<file path="src/rtl/led_seq_ctrl_if.sv">
// Pin-side bundle for the LED sequencer: raw slide switches in, LED bank and
// prescaler tick out. The board/bench drives the master side.
interface led_seq_ctrl_if;
  logic [3:0]  sw;
  logic [11:0] led;
  logic        tick;

  modport master (output sw, input led, tick);
  modport slave  (input sw, output led, tick);
endinterface

</file>
<file path="src/rtl/led_seq_ctrl.sv">
// 12-LED pattern sequencer: debounced switches pick mode/run/direction and the
// pattern advances once per prescaler wrap.
module led_seq_ctrl #(
  parameter int unsigned TICK_DIV  = 8388608,
  parameter int unsigned DB_CYCLES = 65536
) (
  input  logic          clk,
  input  logic          rst,
  led_seq_ctrl_if.slave bus
);

  localparam int unsigned PS_W = $clog2(TICK_DIV);
  localparam int unsigned DB_W = (DB_CYCLES > 1) ? $clog2(DB_CYCLES) : 1;
  localparam logic [PS_W-1:0] PS_LAST = PS_W'(TICK_DIV - 1);
  localparam logic [PS_W-1:0] PS_PRE  = PS_W'(TICK_DIV - 2);
  localparam logic [DB_W-1:0] DB_LAST = DB_W'(DB_CYCLES - 1);

  localparam logic [2:0] ST_OFF   = 3'd0;
  localparam logic [2:0] ST_COUNT = 3'd1;
  localparam logic [2:0] ST_SCAN  = 3'd2;
  localparam logic [2:0] ST_FILL  = 3'd3;
  localparam logic [2:0] ST_LOAD  = 3'd4;

  logic [PS_W-1:0] ps_cnt;
  logic            tick_q;
  logic [3:0]      sync1, sync2, sw_db;
  logic [DB_W-1:0] db_cnt [4];
  logic [2:0]      state, mode_st;
  logic [11:0]     pattern, step_val, seed_val, led_q;

  // tick is registered one count early so it is high while ps_cnt == TICK_DIV-1.
  always_ff @(posedge clk or posedge rst) begin
    if (rst) begin
      ps_cnt <= '0;
      tick_q <= 1'b0;
    end else begin
      // NOTE: non-blocking so every flop samples pre-edge values regardless of statement order.
      ps_cnt <= (ps_cnt == PS_LAST) ? '0 : ps_cnt + 1'b1;
      tick_q <= (ps_cnt == PS_PRE);
    end
  end

  always_ff @(posedge clk or posedge rst) begin
    if (rst) begin
      sync1 <= '0;
      sync2 <= '0;
    end else begin
      sync1 <= bus.sw;
      sync2 <= sync1;
    end
  end

  always_ff @(posedge clk or posedge rst) begin
    if (rst) begin
      sw_db <= '0;
      // NOTE: the counter array is a handful of flops, not RAM, so it is cleared with everything else.
      for (int i = 0; i < 4; i++) db_cnt[i] <= '0;
    end else begin
      for (int i = 0; i < 4; i++) begin
        if (sync2[i] == sw_db[i]) begin
          db_cnt[i] <= '0;
        end else if (db_cnt[i] == DB_LAST) begin
          sw_db[i]  <= sync2[i];
          db_cnt[i] <= '0;
        end else begin
          db_cnt[i] <= db_cnt[i] + 1'b1;
        end
      end
    end
  end

  always_comb begin
    // NOTE: defaults first so no path through the case leaves a signal unassigned (no latch).
    mode_st  = ST_OFF;
    step_val = pattern;
    unique case (sw_db[3:2])
      2'b00: mode_st = ST_OFF;
      2'b01: mode_st = ST_COUNT;
      2'b10: mode_st = ST_SCAN;
      2'b11: mode_st = ST_FILL;
      default: mode_st = ST_OFF;
    endcase
    case (state)
      ST_COUNT: step_val = sw_db[1] ? pattern - 12'd1 : pattern + 12'd1;
      ST_SCAN:  step_val = sw_db[1] ? {pattern[0], pattern[11:1]}
                                    : {pattern[10:0], pattern[11]};
      ST_FILL: begin
        if (sw_db[1]) step_val = (pattern == 12'h000) ? 12'hFFF : pattern >> 1;
        else          step_val = (pattern == 12'hFFF) ? 12'h000 : {pattern[10:0], 1'b1};
      end
      default: step_val = pattern;
    endcase
    seed_val = (mode_st == ST_SCAN) ? 12'h001 : 12'h000;
  end

  // LOAD re-reads the decoded mode, so a change that lands during LOAD is
  // picked up by the next mode comparison rather than lost.
  always_ff @(posedge clk or posedge rst) begin
    if (rst) begin
      state   <= ST_OFF;
      pattern <= '0;
      led_q   <= '0;
    end else begin
      led_q <= pattern;
      if (state == ST_LOAD) begin
        state   <= mode_st;
        pattern <= seed_val;
      end else begin
        if (mode_st != state) state <= ST_LOAD;
        if (state == ST_OFF)              pattern <= '0;
        else if (tick_q && sw_db[0])      pattern <= step_val;
      end
    end
  end

  assign bus.led  = led_q;
  assign bus.tick = tick_q;

endmodule

</file>
<file path="src/flat_wrapper.sv">
// flat-port wrapper written by rule: the top's interface ports become plain ports
module led_seq_ctrl_flat 
#(
  parameter int unsigned TICK_DIV  = 8388608,
  parameter int unsigned DB_CYCLES = 65536
)
  (clk, rst, bus_sw, bus_led, bus_tick);
  led_seq_ctrl_if bus_i ();
  input  logic clk;
  input  logic rst;
  input wire logic [$bits(bus_i.sw)-1:0] bus_sw;
  output wire logic [$bits(bus_i.led)-1:0] bus_led;
  output wire logic [$bits(bus_i.tick)-1:0] bus_tick;
  assign bus_i.sw = bus_sw;
  assign bus_led = bus_i.led;
  assign bus_tick = bus_i.tick;
  led_seq_ctrl #(.TICK_DIV(TICK_DIV), .DB_CYCLES(DB_CYCLES)) u_core (.clk(clk), .rst(rst), .bus(bus_i));
endmodule
</file>
<file path="config.mk">
export PLATFORM = sky130hd
export DESIGN_NAME = led_seq_ctrl_flat
export DESIGN_NICKNAME = d
export VERILOG_FILES = /design/src/rtl/led_seq_ctrl_if.sv /design/src/rtl/led_seq_ctrl.sv /design/src/flat_wrapper.sv
export SDC_FILE = /design/constraint.sdc
export NUM_CORES = 1
export LEC_CHECK = 0
export BUFFER_PORTS_ARGS = -buffer_cell sky130_fd_sc_hd__buf_2
export CORE_ASPECT_RATIO = 0.9
export CORE_MARGIN = 2
export CORE_UTILIZATION = 40
export DETAILED_ROUTE_END_ITERATION = 16
export PLACE_DENSITY = 0.64
export SETUP_SLACK_MARGIN = 0.15
export SLEW_MARGIN = 20
export SYNTH_ARGS = -nofsm -noshare
export SYNTH_HDL_FRONTEND = slang
export SYNTH_SLANG_ARGS = --single-unit
export TNS_END_PERCENT = 10
</file>
<file path="constraint.sdc">
create_clock -name clk -period 5.9 [get_ports clk]
set_input_delay 0.59 -clock clk [delete_from_list [all_inputs] [get_ports clk]]
set_output_delay 0.59 -clock clk [all_outputs]
set_load 0.05 [all_outputs]
</file>
## Word level (Yosys, flattened, before mapping)

Cells that the tools add are included.

- Bits of input ports: 6
- Flip-flop bits (word level): 127

- Reductions and logical operators: 12
- Muxes and demuxes: 22
- $add $sub $neg: 7
- Eq/ne operators: 20
- Bitwise gates (word level): 4

Operators with widths:

| kind | number |
|---|---|
| two-way mux 16 bit | 8 |
| two-way mux 12 bit | 8 |
| adder 16 x 1 -> 16 bit (second input constant) | 4 |
| equality test 16 bit (second input constant) | 4 |
| equality test 23 bit (second input constant) | 2 |
| case mux 12 bit (3 select lines) | 1 |
| adder 23 x 1 -> 23 bit (second input constant) | 1 |
| two-way mux 23 bit | 1 |
| adder 12 x 1 -> 12 bit (second input constant) | 1 |
| equality test 12 bit (second input constant) | 1 |
| zero test 12 bit | 1 |
| case mux 3 bit (4 select lines) | 1 |
| subtractor 12 x 1 -> 12 bit (second input constant) | 1 |
| AND reduction 2 bit | 5 |
| equality test 3 x 2 -> 1 bit (second input constant) | 3 |
| two-way mux 3 bit | 2 |
| nonzero test 5 bit | 1 |
| equality test 1 bit | 4 |
| equality test 2 bit (second input constant) | 2 |
| NOT 1 bit | 4 |
| equality test 3 x 1 -> 1 bit (second input constant) | 1 |
| equality test 3 bit (second input constant) | 1 |
| zero test 3 bit | 1 |
| inequality test 3 bit | 1 |
| 6 further kinds | 6 |

## Logic depth before layout (Yosys ltp)

Gate-level depths: netlist (run 1).

- Word-level depth: 7
- Gate-level depth with buffers: 10
- Gate-level depth less buffers: 8

## Worst setup path after synthesis (run 1)

Ideal clock, no wire load.

- Path kind: reg2reg
- Start: register u_core.sw_db[1]
- End: register u_core.pattern[10]
- Data arrival time: 1,995 ps
- Buffers on the path: 0
- Stages on the path, launching flop included: 9
- Library setup time: 134 ps
- Data required time: 5,766 ps
- Path slack: 3,771 ps
- Path through: dfrtp_1 -> fa_1 -> a211oi_1 -> nor2_1 -> nor3_1 -> o21bai_1 -> a31oi_1 -> mux2i_1 -> o211ai_1

- Cells in the longest elaborated chain, start to end: 5
- Elaborated cells between the ends (all ways): 7
- Classes of those cells: 7 x mux

RTL lines:

| what | line | text |
|---|---|---|
| start, declared | led_seq_ctrl.sv:26 | `logic [3:0] sync1, sync2, sw_db;` |
| start signal, assigned by index | led_seq_ctrl.sv:63 | `sw_db[i] <= sync2[i];` |
| two-way mux 12 bit, on equally long branches | led_seq_ctrl.sv:88, led_seq_ctrl.sv:84, led_seq_ctrl.sv:85 |  |
| case mux 12 bit (3 select lines) * | led_seq_ctrl.sv:83 | `case (state)` |
| two-way mux 12 bit * | led_seq_ctrl.sv:111 | `else if (tick_q && sw_db[0]) pattern <= step_val;` |
| two-way mux 12 bit * | led_seq_ctrl.sv:110 | `if (state == ST_OFF) pattern <= '0;` |
| two-way mux 12 bit * | led_seq_ctrl.sv:105 | `if (state == ST_LOAD) begin` |
| end signal, assigned | led_seq_ctrl.sv:107 | `pattern <= seed_val;` |
| end signal, assigned | led_seq_ctrl.sv:111 |  |
| end, declared | led_seq_ctrl.sv:29 | `logic [11:0] pattern, step_val, seed_val, led_q;` |

Every way passes the cells marked *; elsewhere a longest branch is shown, timed or not. The select of a mux whose other input is x is not followed.
A chain may end at the register's enable or synchronous reset.

## Worst setup path after layout (run 1)

Ends and elaborated chain as after synthesis.

==> Implementation_results.wiki, run 1 <==
{| class="wikitable"
! Metric !! Value
|-
| Final critical-path share of the clock period || 0.414
|-
| Core ar. || 15300 sq um
|-
| Detailed Route WL || roughly 11000 um
|-
| Count of input and output buffers || 18
|-
| Type of destination of the critical path || register
|-
| Fraction of the mapped netlist area in compound gates || 0.0775
|-
| XOR/XNOR share of the synthesized area || 0.122
|-
| Congestion Overflow GR || 0
|-
| Pwr dens || approximately 280 nW/um^2
|-
| Post-Syn Nets || 645
|-
| Period minus WS final || between 2000 and 2500 ps
|-
| Area of the die || between 15000 and 20000 sq um
|-
| Proportion of power drawn by flip-flops and latches || 0.442
|-
| TritonCTS Buffers || 17
|-
| Via count of the first global-routing pass || around 4300
|-
| Post-place setup slack || roughly 3500 ps
|-
| Sequential cell area || 3180 sq um
|-
| Growth of design area from synthesis to finish || 13.7%
|-
| Net Sw Power || between 0.0004 and 0.0005 W
|-
| Largest net degree at the start of global routing || 84
|-
| Std-Cell Rows || 43
|-
| Setup Viol. Count Final || 0
|-
| Post-CTS Resized || 0
|-
| Routability-driven placement congestion ratio || a little under 0.9
|-
| Worst-Margin Slew || ~880 ps
|-
| Post-CTS Setup Repair Bufs || 0
|-
| Share of async-settable or async-resettable flops after synthesis || 1.00
|-
| Synthesized area per cell || 10.0 sq um
|-
| Count of flip-flops with a built-in enable after synthesis || 0
|-
| Combinational Power Share || 0.020
|-
| Met1 wire length || between 5000 and 6000 um
|-
| Count of filler cells inserted in the layout || approximately 1400
|-
| Clock Power Share || 0.538
|-
| Maximum fanout along the worst path || 14
|-
| Initial antenna violation count || 0
|-
| Setup slack of the critical path after layout || 3460 ps
|-
| Unrepaired setup endpoints after global routing || false
|-
| Kind of launch point of the worst setup path || register
|-
| Routed length on met3 || slightly below 500 um
|-
| Cell area after layout || 7080 sq um
|-
| Initial cell density of the core || 0.406
|-
| Clock-pin slew of the registers on the worst-case setup and hold paths || approximately 60 ps
|-
| Worst relative slew slack || 0.414
|-
| Final hold violation count || 0
|-
| Most frequently used flop master after synthesis || sky130_fd_sc_hd__dfrtp_1
|-
| Adder-cell area share of the yosys netlist || 0.0354
|-
| Average vias per placed instance || ~5.1
|-
| Clock Latency Late Sink || roughly 430 ps
|-
| Uppermost signal routing layer after detailed routing || met4
|-
| H-Tree Level Count || 4
|-
| Final core utilization || 0.462
|-
| Hold_buf cts || 0
|-
| Top cell types by occurrence after synthesis || sky130_fd_sc_hd__dfrtp_1, sky130_fd_sc_hd__nor2_1, sky130_fd_sc_hd__xor2_1
|-
| FF+latch count, synth || between 100 and 150
|-
| Worst-case vdd ir drop || ~0.0002 V
|-
| Leakage power || 3.16 nW
|-
| TritonCTS clock tree || built
|-
| Clock sinks || approximately 130
|-
| Count of max-cap constraint violations || 0
|-
| Number of distinct library cells after synthesis || 58
|-
| Worst Path Arrival || ~2700 ps
|-
| Antenna-violating nets left || 0
|-
| Average detailed-routed wire length per instance || roughly 13 um
|-
| Routed via count || about 4300
|-
| Class of the tightest hold or removal check || input pin to register
|-
| Crit Path Class || register to register
|-
| Cell at the root of the clock tree || sky130_fd_sc_hd__clkbuf_16
|-
| Dominant combinational cell family by area after synthesis || simple AND/OR/NAND/NOR gates
|-
| Ant. Diodes || 0
|-
| Cells taking the most area after synthesis || sky130_fd_sc_hd__dfrtp_1, sky130_fd_sc_hd__nor2_1, sky130_fd_sc_hd__xor2_1
|-
| Proportion of layout cells with a drive suffix above 1 || 0.109
|-
| Library cell with the largest summed area after synthesis || sky130_fd_sc_hd__dfrtp_1
|-
| Final #Nets || roughly 660
|-
| TNS Setup || 0 ps
|-
| DRC Markers || 0
|-
| Drt pass-1 iters || 4
|-
| Horizontal extent of the die || approximately 140 um
|-
| First-pass GRT wire length || about 20000 um
|-
| Iteration-0 DRC count of the detailed router || 347
|-
| Max-slew violations || 0
|-
| Global routing usage summed across all routing layers || 0.150
|-
| Highest achievable clock rate || between 400 and 500 MHz
|-
| Portion of synthesized cell area occupied by the leading cell type || 0.510
|-
| Most common cell in the netlist || sky130_fd_sc_hd__dfrtp_1
|-
| Multi-input gate area in the final layout || around 2900 sq um
|-
| Final setup skew || around 14 ps
|-
| Power Internal || ~0.0016 W
|-
| Maximum number of buffers from clock root to sink || 2
|-
| Fraction of power spent switching nets || 0.218
|-
| Critical path data required time || approximately 6200 ps
|-
| Instance count of the mapped netlist || 622
|-
| Seq/Total Area, Yosys || 0.510
|-
| Run status || completed
|-
| Vertical die dimension || approximately 120 um
|-
| Metal2 WL || 5170 um
|-
| Num ports || 19
|-
| Cell area after placement || 6460 sq um
|-
| Multiplexer area fraction after synthesis || 0.0171
|-
| Post-detail-place hpwl || ~7500 um
|-
| Post-Syn Area || 6230 sq um
|-
| Post-synthesis share of cell area spent on and, or, nand and nor gates || 0.209
|-
| Yosys synthesis warning count || 0
|}
## layer usage
layer,vias to the layer above,track usage
met5,-,0
met4,0,0.0645
met1,2093,0.200
li1,2166,-
met3,11,0.0442
met2,77,0.228
## cell usage in the layout, fill, tap and decap left out, types with 3 or more instances in the layout
master / synthesis / routed
sky130_fd_sc_hd__xnor2_1: 38 / 38
sky130_fd_sc_hd__xor2_1: 49 / 49
sky130_fd_sc_hd__nor4_1: 3 / 3
sky130_fd_sc_hd__nand2_1: 45 / 45
sky130_fd_sc_hd__a21oi_1: 17 / 17
sky130_fd_sc_hd__o22ai_1: 4 / 4
sky130_fd_sc_hd__dfrtp_1: 127 / 127
sky130_fd_sc_hd__o221ai_1: 4 / 4
sky130_fd_sc_hd__mux2_2: 5 / 5
sky130_fd_sc_hd__a21o_1: 5 / 5
sky130_fd_sc_hd__ha_1: 16 / 16
sky130_fd_sc_hd__clkinvlp_4: 0 / 3
sky130_fd_sc_hd__and4_1: 7 / 7
sky130_fd_sc_hd__mux2i_1: 5 / 5
sky130_fd_sc_hd__buf_2: 4 / 18
sky130_fd_sc_hd__o21ai_0: 18 / 18
sky130_fd_sc_hd__nor3_1: 7 / 7
sky130_fd_sc_hd__inv_1: 13 / 12
sky130_fd_sc_hd__nand3_1: 31 / 31
sky130_fd_sc_hd__a211oi_1: 4 / 4
sky130_fd_sc_hd__or2_1: 3 / 3
sky130_fd_sc_hd__o21a_1: 5 / 5
sky130_fd_sc_hd__and4_4: 3 / 3
sky130_fd_sc_hd__o211ai_1: 7 / 7
sky130_fd_sc_hd__and3_1: 14 / 14
sky130_fd_sc_hd__nor2_1: 118 / 118
sky130_fd_sc_hd__nand4_1: 17 / 17
sky130_fd_sc_hd__clkbuf_16: 0 / 17
sky130_fd_sc_hd__bufinv_16: 0 / 3
sky130_fd_sc_hd__inv_6: 0 / 6
## per-stage QoR
step,instances,power (W),hold slack [ps]
4_1_cts,855,0.00203,262
6_report,855,0.00201,268
2_1_floorplan,622,0.000936,331
5_1_grt,855,0.00209,265
3_3_place_gp,823,0.000944,337
3_5_place_dp,823,0.000946,342
## path summary, 6_finish.rpt
| path | startpoint | to | slack [ps] | cells past startpoint |
|---|---|---|---|---|
| setup / recovery | u_core.sw_db[1] | u_core.pattern[10] | 3460 | 8 |
| min in group asynchronous | rst | u_core.sync2[3] | 300 | 2 |
| max in group asynchronous | rst | u_core.db_cnt[54] | 4560 | 3 |
| hold reg to reg | u_core.sync1[3] | u_core.sync2[3] | 350 | 0 |
| hold / removal | bus_sw[0] | u_core.sync1[0] | 270 | 1 |
| setup reg to reg | u_core.sw_db[1] | u_core.pattern[10] | 3460 | 8 |
## critical path: stages, from the launching register on
cell	delay, ps
sky130_fd_sc_hd__dfrtp_1	570
sky130_fd_sc_hd__fa_1	520
sky130_fd_sc_hd__a211oi_1	270
sky130_fd_sc_hd__nor2_1	90
sky130_fd_sc_hd__nor3_1	200
sky130_fd_sc_hd__o21bai_1	130
sky130_fd_sc_hd__a31oi_1	230
sky130_fd_sc_hd__mux2i_1	220
sky130_fd_sc_hd__o211ai_1	90
## logic make-up (layout without fill, tap and decap cells)
| logic type | after synthesis | after routing |
|---|---|---|
| DFF | 127 | 127 |
| xor gates and xnor gates | 87 | 87 |
| buffers and inverters | 34 | 65 |
| adders and majority gates | 17 | 17 |
| muxes | 10 | 10 |
| and+or+nand+nor | 271 | 271 |
| AOI/OAI and AO/OA | 76 | 76 |
## layout make-up
class,count,area share
timing repair buffer,20,0.0148
clock buffer,18,0.0620
sequential,127,0.449
inverter,13,0.00760
multi-input combinational,461,0.406
clock inverter,14,0.0253
tap,202,0.0357
## state kept, by name (all words and copies together), names as in the netlist
name,cells
u_core.db_cnt,64
u_core.ps_cnt,23
u_core.bus.led,12
u_core.pattern,12
u_core.sw_db,4
u_core.sync1,4
u_core.sync2,4
u_core.state,3
u_core.bus.tick,1
## power by group through the flow
| stage | Combinational (W) | Sequential, W | Clock, W |
|---|---|---|---|
| global route | 0.0000482 | 0.000890 | 0.00115 |
| CTS | 0.0000421 | 0.000889 | 0.00110 |
| floorplan | 0.0000340 | 0.000902 | 0 |
| global placement | 0.0000400 | 0.000904 | 0 |
| detailed placement | 0.0000418 | 0.000904 | 0 |
| finish | 0.0000401 | 0.000889 | 0.00108 |
(Power assumes the default switching activity.)
==> run 2, diff against run 1 <==
- PLACE_DENSITY: 0.64 -> 0.66
- clock period: 5.9 -> 2.1 ns (I/O delays scaled with it)
==> Implementation_results.wiki, run 2 (same netlist as run 1, synthesis figures left out) <==
{| class="wikitable"
! Metric !! Value
|-
| Highest achievable clock rate || 486 MHz (+19%)
|-
| Clock sinks || 127 (unchanged)
|-
| Final setup skew || 9.95 ps (-4.43 ps)
|-
| Largest stage delay, worst path || 450 ps (-120 ps)
|-
| Final hold violation count || 0 (unchanged)
|-
| Count of input and output buffers || 18 (unchanged)
|-
| Num ports || 19 (unchanged)
|-
| Final core utilization || 0.496 (+0.0344)
|-
| Routability-driven placement congestion ratio || 0.833 (-5.5%)
|-
| Class of the tightest hold or removal check || register to register
|-
| Cell at the root of the clock tree || sky130_fd_sc_hd__clkbuf_16
|-
| Flip-flop count of the largest register after layout || 64 (unchanged)
|-
| Std-Cell Rows || 43 (unchanged)
|-
| H-Tree Level Count || 4 (unchanged)
|-
| Routed via count || 4666 (+7.3%)
|-
| Commonest cells after routing, fill and taps aside || sky130_fd_sc_hd__dfrtp_1, sky130_fd_sc_hd__nor2_1, sky130_fd_sc_hd__xor2_1
|-
| Clock-pin slew of the registers on the worst-case setup and hold paths || 50 ps (about the same)
|-
| Global routing usage summed across all routing layers || 0.164 (+0.0142)
|-
| Iteration-0 DRC count of the detailed router || 259 (-25%)
|-
| Initial antenna violation count || 0 (unchanged)
|-
| Largest registers in the final layout || u_core.db_cnt x64, u_core.ps_cnt x23
|-
| Growth of design area from synthesis to finish || 22.1%
|-
| Average detailed-routed wire length per instance || 14.0 um (+7.0%)
|-
| First-pass GRT wire length || 21700 um (+11%)
|-
| Leakage power || 3.38 nW (+6.7%)
|-
| Initial cell density of the core || 0.406 (unchanged)
|-
| Ant. Diodes || 0 (unchanged)
|-
| Run status || completed
|-
| Most common cell after layout, fill and taps aside || sky130_fd_sc_hd__dfrtp_1
|-
| Critical-path cell with the highest stage delay || sky130_fd_sc_hd__dfrtp_2
|-
| Clock Latency Late Sink || 410 ps (-20 ps)
|-
| Final #Nets || 706 (+6.5%)
|-
| Antenna-violating nets left || 0 (unchanged)
|-
| Type of destination of the critical path || register
|-
| Max-slew violations || 0 (unchanged)
|-
| Final critical-path share of the clock period || 0.981 (+0.566)
|-
| TNS Setup || 0 ps (unchanged)
|-
| Worst Path Arrival || 2390 ps (-340 ps)
|-
| Period minus WS final || 2060 ps (-385 ps)
|-
| Average vias per placed instance || 5.21 (+2.5%)
|-
| Proportion of layout cells with a drive suffix above 1 || 0.193 (+0.0846)
|-
| Kind of launch point of the worst setup path || register
|-
| Crit Path Class || register to register
|-
| Count of max-cap constraint violations || 0 (unchanged)
|-
| Maximum number of buffers from clock root to sink || 2 (unchanged)
|-
| Drt pass-1 iters || 5 (+1)
|-
| Critical Path, Cell by Cell || buf_6, ha_4, o21a_1, o2111ai_2, o211ai_1, o211ai_1, xor2_1, o21a_1, o22ai_1
|-
| Detailed Route WL || 12500 um (+12%)
|-
| Pwr dens || 725 nW/um^2 (+160%)
|-
| TritonCTS Buffers || 17 (unchanged)
|-
| Core ar. || 15300 sq um (unchanged)
|-
| Vertical die dimension || 122 um (unchanged)
|-
| Register name with the most flops || u_core.db_cnt
|-
| Horizontal extent of the die || 136 um (unchanged)
|-
| Critical path data required time || 2430 ps (-3760 ps)
|-
| Area of the die || 16600 sq um (unchanged)
|-
| Setup Viol. Count Final || 0 (unchanged)
|-
| Hold path cells || 0 (-1)
|-
| Worst relative slew slack || 0.581 (+0.167)
|-
| Worst Reg2Reg Path Length in Cells || 9 (+1)
|-
| DRC Markers || 0 (unchanged)
|-
| Largest net degree at the start of global routing || 32 (-62%)
|-
| Congestion Overflow GR || 0 (unchanged)
|-
| Worst-Margin Slew || 628 ps (-249 ps)
|-
| TritonCTS clock tree || built
|-
| Via count of the first global-routing pass || 4773 (+10%)
|-
| Worst-case vdd ir drop || 0.000547 V (+180%)
|-
| Maximum fanout along the worst path || 7 (-7)
|-
| Unrepaired setup endpoints after global routing || true
|-
| Post-detail-place hpwl || 8570 um (+14%)
|}
==> run 2: changes by cell type in the layout (fill, tap and decap cells not counted), sizes merged <==
cell,previous run,this run
clkbuf,18,24
inv,18,12
clkinv,3,1
bufinv,3,2
dlygate4sd3,0,5
buf,20,58
==> run 2: stage by stage <==
step	setup slack (ps)	instance area, sq um	hold WS (ps)	power, W	cells
after CTS	80.5	7450	354	0.00557	890
after global routing	-50.4	7610	361	0.00572	895
after floorplan	-28.8	6230	241	0.00263	622
after detailed placement	-122	6730	320	0.00268	854
after global placement	-47.4	6730	316	0.00267	854
final	40.5	7610	350	0.00551	895
==> run 2: report_power, final <==
part,internal (W),switching (W)
clock,0.00188,0.000993
sequential,0.00248,0.0000224
combinational,0.0000506,0.0000908
total,0.00441,0.00111
==> run 2: final timing paths <==
check                                 from                 end  slack, ps
setup / recovery           u_core.sw_db[1]  u_core.pattern[11]         40
hold / removal             u_core.sync1[0]     u_core.sync2[0]        350
max in group asynchronous              rst    u_core.db_cnt[1]       1020
setup reg to reg           u_core.sw_db[1]  u_core.pattern[11]         40
hold reg to reg            u_core.sync1[0]     u_core.sync2[0]        350
min in group asynchronous              rst     u_core.sync2[2]        420
==> run 2: timing repair <==
| item | 4_1_cts | 5_1_grt |
|---|---|---|
| endpoints found under the hold margin | 27 | 0 |
| gates resized for setup | 13 | 30 |
| pin swaps | 3 | 14 |
| hold buffers | 5 | 0 |
| setup endpoints to repair | 5 | 70 |
| setup buffers | 2 | 5 |
==> run 2: final cells by class <==
cell class	count	area (sq um)
clock buffer	24	502
clock inverter	5	80.1
fill	1358	7730
inverter	13	52.6
multi-input combinational	461	3050
sequential	127	3180
tap	202	253
timing repair buffer	63	485
==> run 2: critical path, delay by kind of cell (launching register included) <==
kind / cells / cell delay, ps
compound gates: 6 / 890
fa+ha+maj: 1 / 290
buf+inv: 1 / 160
xor+xnor: 1 / 180
flops: 1 / 450
==> run 2: routing by layer <==
layer | part of all wire | vias up | track usage
li1 | - | 2241 | -
met1 | 0.44 | 2309 | 0.198
met2 | 0.51 | 96 | 0.283
met3 | 0.038 | 20 | 0.0430
met4 | 0.011 | 0 | 0.0618
met5 | 0 | - | 0
